===== config.mk =====
export PLATFORM = sky130hd
export DESIGN_NAME = wb_spi_req_slave
export DESIGN_NICKNAME = d
export VERILOG_FILES = /design/src/rtl/spi_buf_pkg.sv /design/src/rtl/wb_spi_poll_timer.sv /design/src/rtl/wb_spi_req_slave.sv
export SDC_FILE = /design/constraint.sdc
export NUM_CORES = 1
export LEC_CHECK = 0
export ABC_AREA = 1
export BUFFER_PORTS_ARGS = -buffer_cell sky130_fd_sc_hd__buf_4
export CELL_PAD_IN_SITES_DETAIL_PLACEMENT = 2
export CELL_PAD_IN_SITES_GLOBAL_PLACEMENT = 2
export CORE_ASPECT_RATIO = 0.6
export CORE_UTILIZATION = 25
export CTS_CLUSTER_SIZE = 30
export DETAILED_ROUTE_END_ITERATION = 7
export PLACE_DENSITY = 0.73
export SYNTH_ARGS = -nofsm -noshare
export SYNTH_HDL_FRONTEND = slang
export SYNTH_HIERARCHICAL = 1
export SYNTH_SLANG_ARGS = --single-unit

===== constraint.sdc =====
create_clock -name clk -period 2.05 [get_ports clk]
set_input_delay 0.205 -clock clk [delete_from_list [all_inputs] [get_ports clk]]
set_output_delay 0.205 -clock clk [all_outputs]
set_load 0.05 [all_outputs]

===== src/rtl/spi_buf_pkg.sv =====
// Request-buffer command word layout and slave FSM states, shared by the WB
// request slave and the SPI master that executes the commands.
package spi_buf_pkg;

  localparam int BIT_DONE = 31;
  localparam int BIT_PEND = 30;
  localparam int BIT_RD   = 29;
  localparam int DATA_HI  = 14;
  localparam int DATA_LO  = 7;
  localparam int ADDR_HI  = 6;

  typedef enum logic [2:0] {
    ST_IDLE,
    ST_ISSUE,
    ST_WAIT,
    ST_POLL,
    ST_RELEASE,
    ST_ACK
  } state_e;

  // Pending command word; the read flag selects the SPI direction.
  function automatic logic [31:0] make_cmd(input logic       rd,
                                           input logic [7:0] data,
                                           input logic [6:0] addr);
    logic [31:0] w;
    w                   = '0;
    w[BIT_PEND]         = 1'b1;
    w[BIT_RD]           = rd;
    w[DATA_HI:DATA_LO]  = data;
    w[ADDR_HI:0]        = addr;
    return w;
  endfunction

endpackage


===== src/rtl/wb_spi_poll_timer.sv =====
// Poll timeout counter: cleared before polling starts, counts poll cycles and
// flags the last permitted one.
module wb_spi_poll_timer #(
  parameter int unsigned TIMEOUT_CYC = 65535
) (
  input  logic clk,
  input  logic rst,
  input  logic clr_i,
  input  logic en_i,
  output logic expired_o
);

  localparam logic [15:0] LAST_CNT = 16'(TIMEOUT_CYC - 1);

  logic [15:0] count_q;
  logic [15:0] count_d;

  // Counter saturates on its last value; expired_o marks the final poll cycle.
  assign expired_o = (count_q == LAST_CNT);

  always_comb begin
    // NOTE: every always_comb output gets a default first so no latch is inferred.
    count_d = count_q;
    if (clr_i) begin
      count_d = '0;
    end else if (en_i && !expired_o) begin
      count_d = count_q + 16'd1;
    end
  end

  // NOTE: sequential state uses non-blocking assignments only.
  always_ff @(posedge clk or posedge rst) begin
    if (rst) begin
      count_q <= '0;
    end else begin
      count_q <= count_d;
    end
  end

endmodule


===== src/rtl/wb_spi_req_slave.sv =====
// Wishbone classic slave that turns each access into a command word in the
// shared request buffer, polls the slot for completion, frees it and acks.
module wb_spi_req_slave
  import spi_buf_pkg::*;
#(
  parameter int          BUF_AW      = 8,
  parameter int unsigned TIMEOUT_CYC = 65535
) (
  input  logic              clk,
  input  logic              rst,
  input  logic              wb_cyc_i,
  input  logic              wb_stb_i,
  input  logic              wb_we_i,
  input  logic [8:0]        wb_adr_i,
  input  logic [3:0]        wb_sel_i,
  input  logic [31:0]       wb_dat_i,
  output logic [31:0]       wb_dat_o,
  output logic              wb_ack_o,
  output logic              wb_err_o,
  output logic [BUF_AW-1:0] buf_addra,
  output logic [31:0]       buf_dina,
  output logic              buf_wea,
  input  logic [31:0]       buf_douta,
  output logic              busy_o
);

  state_e              state_q,     state_d;
  logic [BUF_AW-1:0]   ptr_q,       ptr_d;
  logic                we_q,        we_d;
  logic [6:0]          addr_q,      addr_d;
  logic [7:0]          data_q,      data_d;
  logic                fail_q,      fail_d;
  logic [7:0]          rd_byte_q,   rd_byte_d;
  logic [31:0]         wb_dat_q,    wb_dat_d;
  logic                ack_q,       ack_d;
  logic                err_q,       err_d;
  logic [BUF_AW-1:0]   buf_addra_q, buf_addra_d;
  logic [31:0]         buf_dina_q,  buf_dina_d;
  logic                buf_wea_q,   buf_wea_d;
  logic                busy_q,      busy_d;
  logic                tmr_expired;

  logic unused_inputs;
  assign unused_inputs = ^{wb_adr_i[1:0], wb_sel_i[3:1], wb_dat_i[31:8],
                           buf_douta[30:15], buf_douta[6:0]};

  wb_spi_poll_timer #(
    .TIMEOUT_CYC (TIMEOUT_CYC)
  ) u_poll_timer (
    .clk       (clk),
    .rst       (rst),
    .clr_i     (state_q == ST_WAIT),
    .en_i      (state_q == ST_POLL),
    .expired_o (tmr_expired)
  );

  always_comb begin
    state_d     = state_q;
    ptr_d       = ptr_q;
    we_d        = we_q;
    addr_d      = addr_q;
    data_d      = data_q;
    fail_d      = fail_q;
    rd_byte_d   = rd_byte_q;
    buf_addra_d = buf_addra_q;

    unique case (state_q)
      ST_IDLE: begin
        if (wb_cyc_i && wb_stb_i) begin
          we_d        = wb_we_i;
          addr_d      = wb_adr_i[8:2];
          data_d      = wb_we_i ? wb_dat_i[7:0] : 8'h00;
          fail_d      = 1'b0;
          rd_byte_d   = 8'h00;
          buf_addra_d = ptr_q;
          // A write with no byte lane enabled has nothing to send to SPI.
          state_d     = (wb_we_i && !wb_sel_i[0]) ? ST_ACK : ST_ISSUE;
        end
      end
      ST_ISSUE: begin
        ptr_d   = ptr_q + BUF_AW'(1);
        state_d = ST_WAIT;
      end
      ST_WAIT: begin
        state_d = ST_POLL;
      end
      ST_POLL: begin
        if (buf_douta[BIT_DONE]) begin
          rd_byte_d = buf_douta[DATA_HI:DATA_LO];
          state_d   = ST_RELEASE;
        end else if (tmr_expired) begin
          fail_d  = 1'b1;
          state_d = ST_RELEASE;
        end
      end
      ST_RELEASE: begin
        state_d = ST_ACK;
      end
      ST_ACK: begin
        state_d = ST_IDLE;
      end
      default: begin
        state_d = ST_IDLE;
      end
    endcase

    // Outputs are decoded from the next state so they register in step with it.
    buf_wea_d  = (state_d == ST_ISSUE) || (state_d == ST_RELEASE);
    buf_dina_d = (state_d == ST_ISSUE) ? make_cmd(!we_d, data_d, addr_d) : 32'h0;
    ack_d      = (state_d == ST_ACK) && wb_cyc_i && !fail_d;
    err_d      = (state_d == ST_ACK) && wb_cyc_i && fail_d;
    wb_dat_d   = ((state_d == ST_ACK) && !we_d) ? {24'h0, rd_byte_d} : 32'h0;
    busy_d     = (state_d != ST_IDLE);
  end

  // The request buffer sits outside this block, so reset never touches its
  // contents; a slot pending at reset stays pending.
  always_ff @(posedge clk or posedge rst) begin
    if (rst) begin
      state_q     <= ST_IDLE;
      ptr_q       <= '0;
      we_q        <= 1'b0;
      addr_q      <= '0;
      data_q      <= '0;
      fail_q      <= 1'b0;
      rd_byte_q   <= '0;
      wb_dat_q    <= '0;
      ack_q       <= 1'b0;
      err_q       <= 1'b0;
      buf_addra_q <= '0;
      buf_dina_q  <= '0;
      buf_wea_q   <= 1'b0;
      busy_q      <= 1'b0;
    end else begin
      state_q     <= state_d;
      ptr_q       <= ptr_d;
      we_q        <= we_d;
      addr_q      <= addr_d;
      data_q      <= data_d;
      fail_q      <= fail_d;
      rd_byte_q   <= rd_byte_d;
      wb_dat_q    <= wb_dat_d;
      ack_q       <= ack_d;
      err_q       <= err_d;
      buf_addra_q <= buf_addra_d;
      buf_dina_q  <= buf_dina_d;
      buf_wea_q   <= buf_wea_d;
      busy_q      <= busy_d;
    end
  end

  assign wb_dat_o  = wb_dat_q;
  assign wb_ack_o  = ack_q;
  assign wb_err_o  = err_q;
  assign buf_addra = buf_addra_q;
  assign buf_dina  = buf_dina_q;
  assign buf_wea   = buf_wea_q;
  assign busy_o    = busy_q;

endmodule

==> flow_summary_export.csv <==
group,metric,value,unit
outcome,status,"complete, no violations",
detailed_routing,drt_pass1_iterations,4,
hold_path,hold_path_depth,3,
synthesis,synth_cell_type_count,28,
pwr,switching_share,44.16,%
detailed_routing,post_drt_wl_per_cell,14.77,um
timing,rsz0062_at_grt,"no",
placement,io_buffers,66,
worst_setup_path,path_depth,11,
timing,post-route-period-util,91.69,%
finish,fill_cells,1930,
floorplan,rows,36,
worst_setup_path,r2r_end,"wb_dat_o[0]",
clock_tree,clock_latency,0.34,ns
timing,setup_viol,0,
detailed_routing,avgViaCountPerCell,4.183,
synthesis,ys_seq_elements,89,
floorplan,dieHeight,104.1,um
finish,final_nets,700,
worst_setup_path,crit_chain,"inv_1 > ha_1 > nand4_1 > nor2_2 > nor2_1 > nor2_1 > nor2_1 > nand2_2 > nand3_1 > buf_4 > nor2_1",
synthesis,yosys_warnings,6,
pwr,clkPwrFrac,23.2,%
pwr,seqPwrFrac,37.1,%
worst_setup_path,r2r_setup_slack,0.17,ns
synthesis,synthCells,534,
worst_setup_path,path_max_fanout,8,
global_route,grt_pass1_wl,20.83,mm
global_route,antenna_found_initial,0,
finish,diodes,0,
clock_tree,h-tree-depth,3,
worst_setup_path,ff2ff_path_depth,11,
detailed_routing,postRouteAntennaNets,0,
synthesis,ys_seq_area_share,51.25,%
worst_setup_path,cp_top_family,"simple AND/OR/NAND/NOR gates",
timing,maxSlewViolCount,0,
finish,drive_gt1_share,18.87,%
global_route,grt_pass1_vias,4057,
worst_setup_path,critPathBufInv,2,
worst_setup_path,r2r-start,"u_poll_timer/count_q[0]",
clock_tree,clock_path_buffers,2,
finish,multiInputGateArea,0.001560,mm^2
synthesis,yosysTopAreaCell,"dfrtp_1",
pwr,powerDensity,1251,mW/mm^2
floorplan,die_w,172.2,um
placement,dp_cells,831,
synthesis,avgSynthCellArea,8.137,um^2
run,max_cap_violations,0,
global_route,grt_overflow_total,0,
detailed_routing,drtIter0Drc,153,
synthesis,synth.top_cell.area_share,51.25,%
finish,mostFrequentLayoutCell,"nand2_1",
detailed_routing,wirelength,12.52,mm
global_route,grt_max_degree,74,
worst_setup_path,cpMostUsedCell,"nor2_1",
worst_setup_path,cp.required,2.31,ns
finish,seqCellArea,0.002228,mm^2
worst_setup_path,slowest_stage,"dfrtp_1",
hold_path,hold_start,"wb_adr_i[3]",
timing,fmax,532.0,MHz
floorplan,coreArea,0.01662,mm^2
pwr,p_int,3727,uW
worst_setup_path,start_kind,"flip-flop",
worst_setup_path,cp_data_arrival_time,2.14,ns
hold_path,holdPathEnd,"addr_q[1]",
clock_tree,post-cts-setup-buffers,0,
worst_setup_path,end_kind,"flip-flop",
placement,dp_worst_setup_slack,-0.2979,ns
worst_setup_path,worst_path_largest_cell_delay,0.42,ns
clock_tree,clock_sinks,89,
detailed_routing,drc,0,
synthesis,netlist_area,0.004345,mm^2
global_route,track_usage,14.96,%
clock_tree,cts.clk_slew.worst_paths,0.07,ns
clock_tree,tritoncts.num_buffers,9,
finish,layout_common_cells,"nand2_1, inv_1, dfrtp_1",
placement,dp_hpwl,9.214,mm
pwr,switchingPower,2947,uW
pwr,power_leakage,0.002935,uW
synthesis,synthTopCellsByArea,"dfrtp_1, nand2_1, inv_1",
floorplan,top_level_ports,158,
finish,areaGrowthSynthToFinish,22.80,%
timing,layout_min_cycle_time,1.880,ns
worst_setup_path,critical_path_class,"reg -> reg",
clock_tree,cts_root_buf,"clkbuf_16",
pwr,p_comb_share,39.7,%
timing,fin_skew,0.008220,ns
timing,hold_viol,0,
floorplan,die_area,0.01793,mm^2
hold_path,hp-class,"in -> reg",
timing,worst_pin_slew,0.7072,ns
timing,finalWorstSetupSlack,0.1704,ns
clock_tree,cts_tree,"built",
floorplan,start_util,26.14,%
placement,gp_congestion,0.7962,
detailed_routing,dr_total_vias,3547,
pwr,ir_worst_vdd,0.4804,mV
timing,slew_headroom,52.80,%
finish,instances_no_fill,848,
stage by stage:
step	total power, uW	hold WS (ns)	cell area, um^2	setup TNS, ns	util [%]
3_3_place_gp	4976	0.3505	5032	-0.5491	30.28
4_1_cts	6751	0.1118	5316	0	31.99
3_5_place_dp	5136	0.3607	5032	-3.509	30.28
5_1_grt	7133	0.1390	5336	0	32.11
6_report	6673	0.1176	5336	0	32.11
2_1_floorplan	4348	0.1187	4492	0	-
routing by layer:
| layer | GRT usage [%] | part of all wire (%) | wire [um] |
|---|---|---|---|
| met4 | 3.603 | 1.0 | 125 |
| met3 | 2.740 | 3.4 | 423 |
| met5 | 0 | 0 | 0 |
| met1 | 20.11 | 49 | 6177 |
| met2 | 24.68 | 46 | 5795 |
worst reg2reg max path, stage by stage (launching register included):
cell     delay (ns)
dfrtp_1        0.42
inv_1          0.10
ha_1           0.24
nand4_1        0.16
nor2_2         0.14
nor2_1         0.07
nor2_1         0.14
nor2_1         0.07
nand2_2        0.10
nand3_1        0.08
buf_4          0.18
nor2_1         0.10
cell type report:
cell class	instances	area share (%)
timing repair buffer	82	11.82
clock buffer	10	4.291
inverter	95	6.753
clock inverter	6	0.7972
tap	228	5.346
multi-input combinational	338	29.24
sequential	89	41.76
logic make-up (layout without fill, tap and decap cells):
family                   Yosys count  count (layout)  synth area share [%]
flip-flops                        89              89                 51.25
other                              1              39               0.08630
AND/OR/NAND/NOR                  241             241                 23.38
adder cells (fa/ha/maj)            3               3                0.8639
buffers and inverters            145             193                 16.61
XOR/XNOR                          10              10                 2.016
AO/OA/AOI/OAI                     45              45                 5.787
synthesized netlist by cell type:
cell,n
o21ai_2,1
ha_1,3
a211oi_4,1
buf_6,3
dfrtp_1,89
xnor2_1,1
nor2_4,2
buf_1,1
xor2_1,9
inv_1,90
nor2_1,66
conb_1,1
o21bai_1,3
o21ai_0,23
nand2_2,3
nand3_1,20
nand2_4,1
nor2_2,3
clkbuf_1,2
a21oi_1,16
nand4_1,16
nand2_1,125
nand3b_1,1
nor3_1,4
inv_2,5
buf_2,4
o21ai_1,1
buf_4,40
state kept, by name, indices dropped and copies added (netlist names), 3 cells and up:
name and cells:
addr_q 7, buf_addra 8, buf_dina 17, data_q 8, ptr_q 8, rd_byte_q 8, state_q 3, u_poll_timer/count_q 16
wb_dat_o 8
power groups by stage:
stage          combinational, uW  sequential, uW  clock [uW]
6_report                    2650            2480        1550
4_1_cts                     2660            2490        1610
3_5_place_dp                2620            2520           0
2_1_floorplan               1390            2960           0
3_3_place_gp                2490            2480           0
5_1_grt                     2930            2530        1670
timing repair:
item / CTS / global route
endpoints found under the hold margin: 5 / 0
hold buffers: 1 / 0
resized for setup: 1 / 5
pin swaps: 0 / 0
setup endpoints to repair: 13 / 36
worst max path at each step:
stage	from	end	slack [ns]
3_3_place_gp	u_poll_timer/count_q[0]	u_poll_timer/count_q[12]	-0.06
5_1_grt	u_poll_timer/count_q[0]	wb_dat_o[2]	0.002
6_report	u_poll_timer/count_q[0]	wb_dat_o[0]	0.17
3_5_place_dp	u_poll_timer/count_q[0]	u_poll_timer/count_q[14]	-0.30
4_1_cts	u_poll_timer/count_q[4]	buf_dina[29]	0.05
2_1_floorplan	u_poll_timer/count_q[0]	buf_wea	0.44
Power figures use the tool's default switching activity.
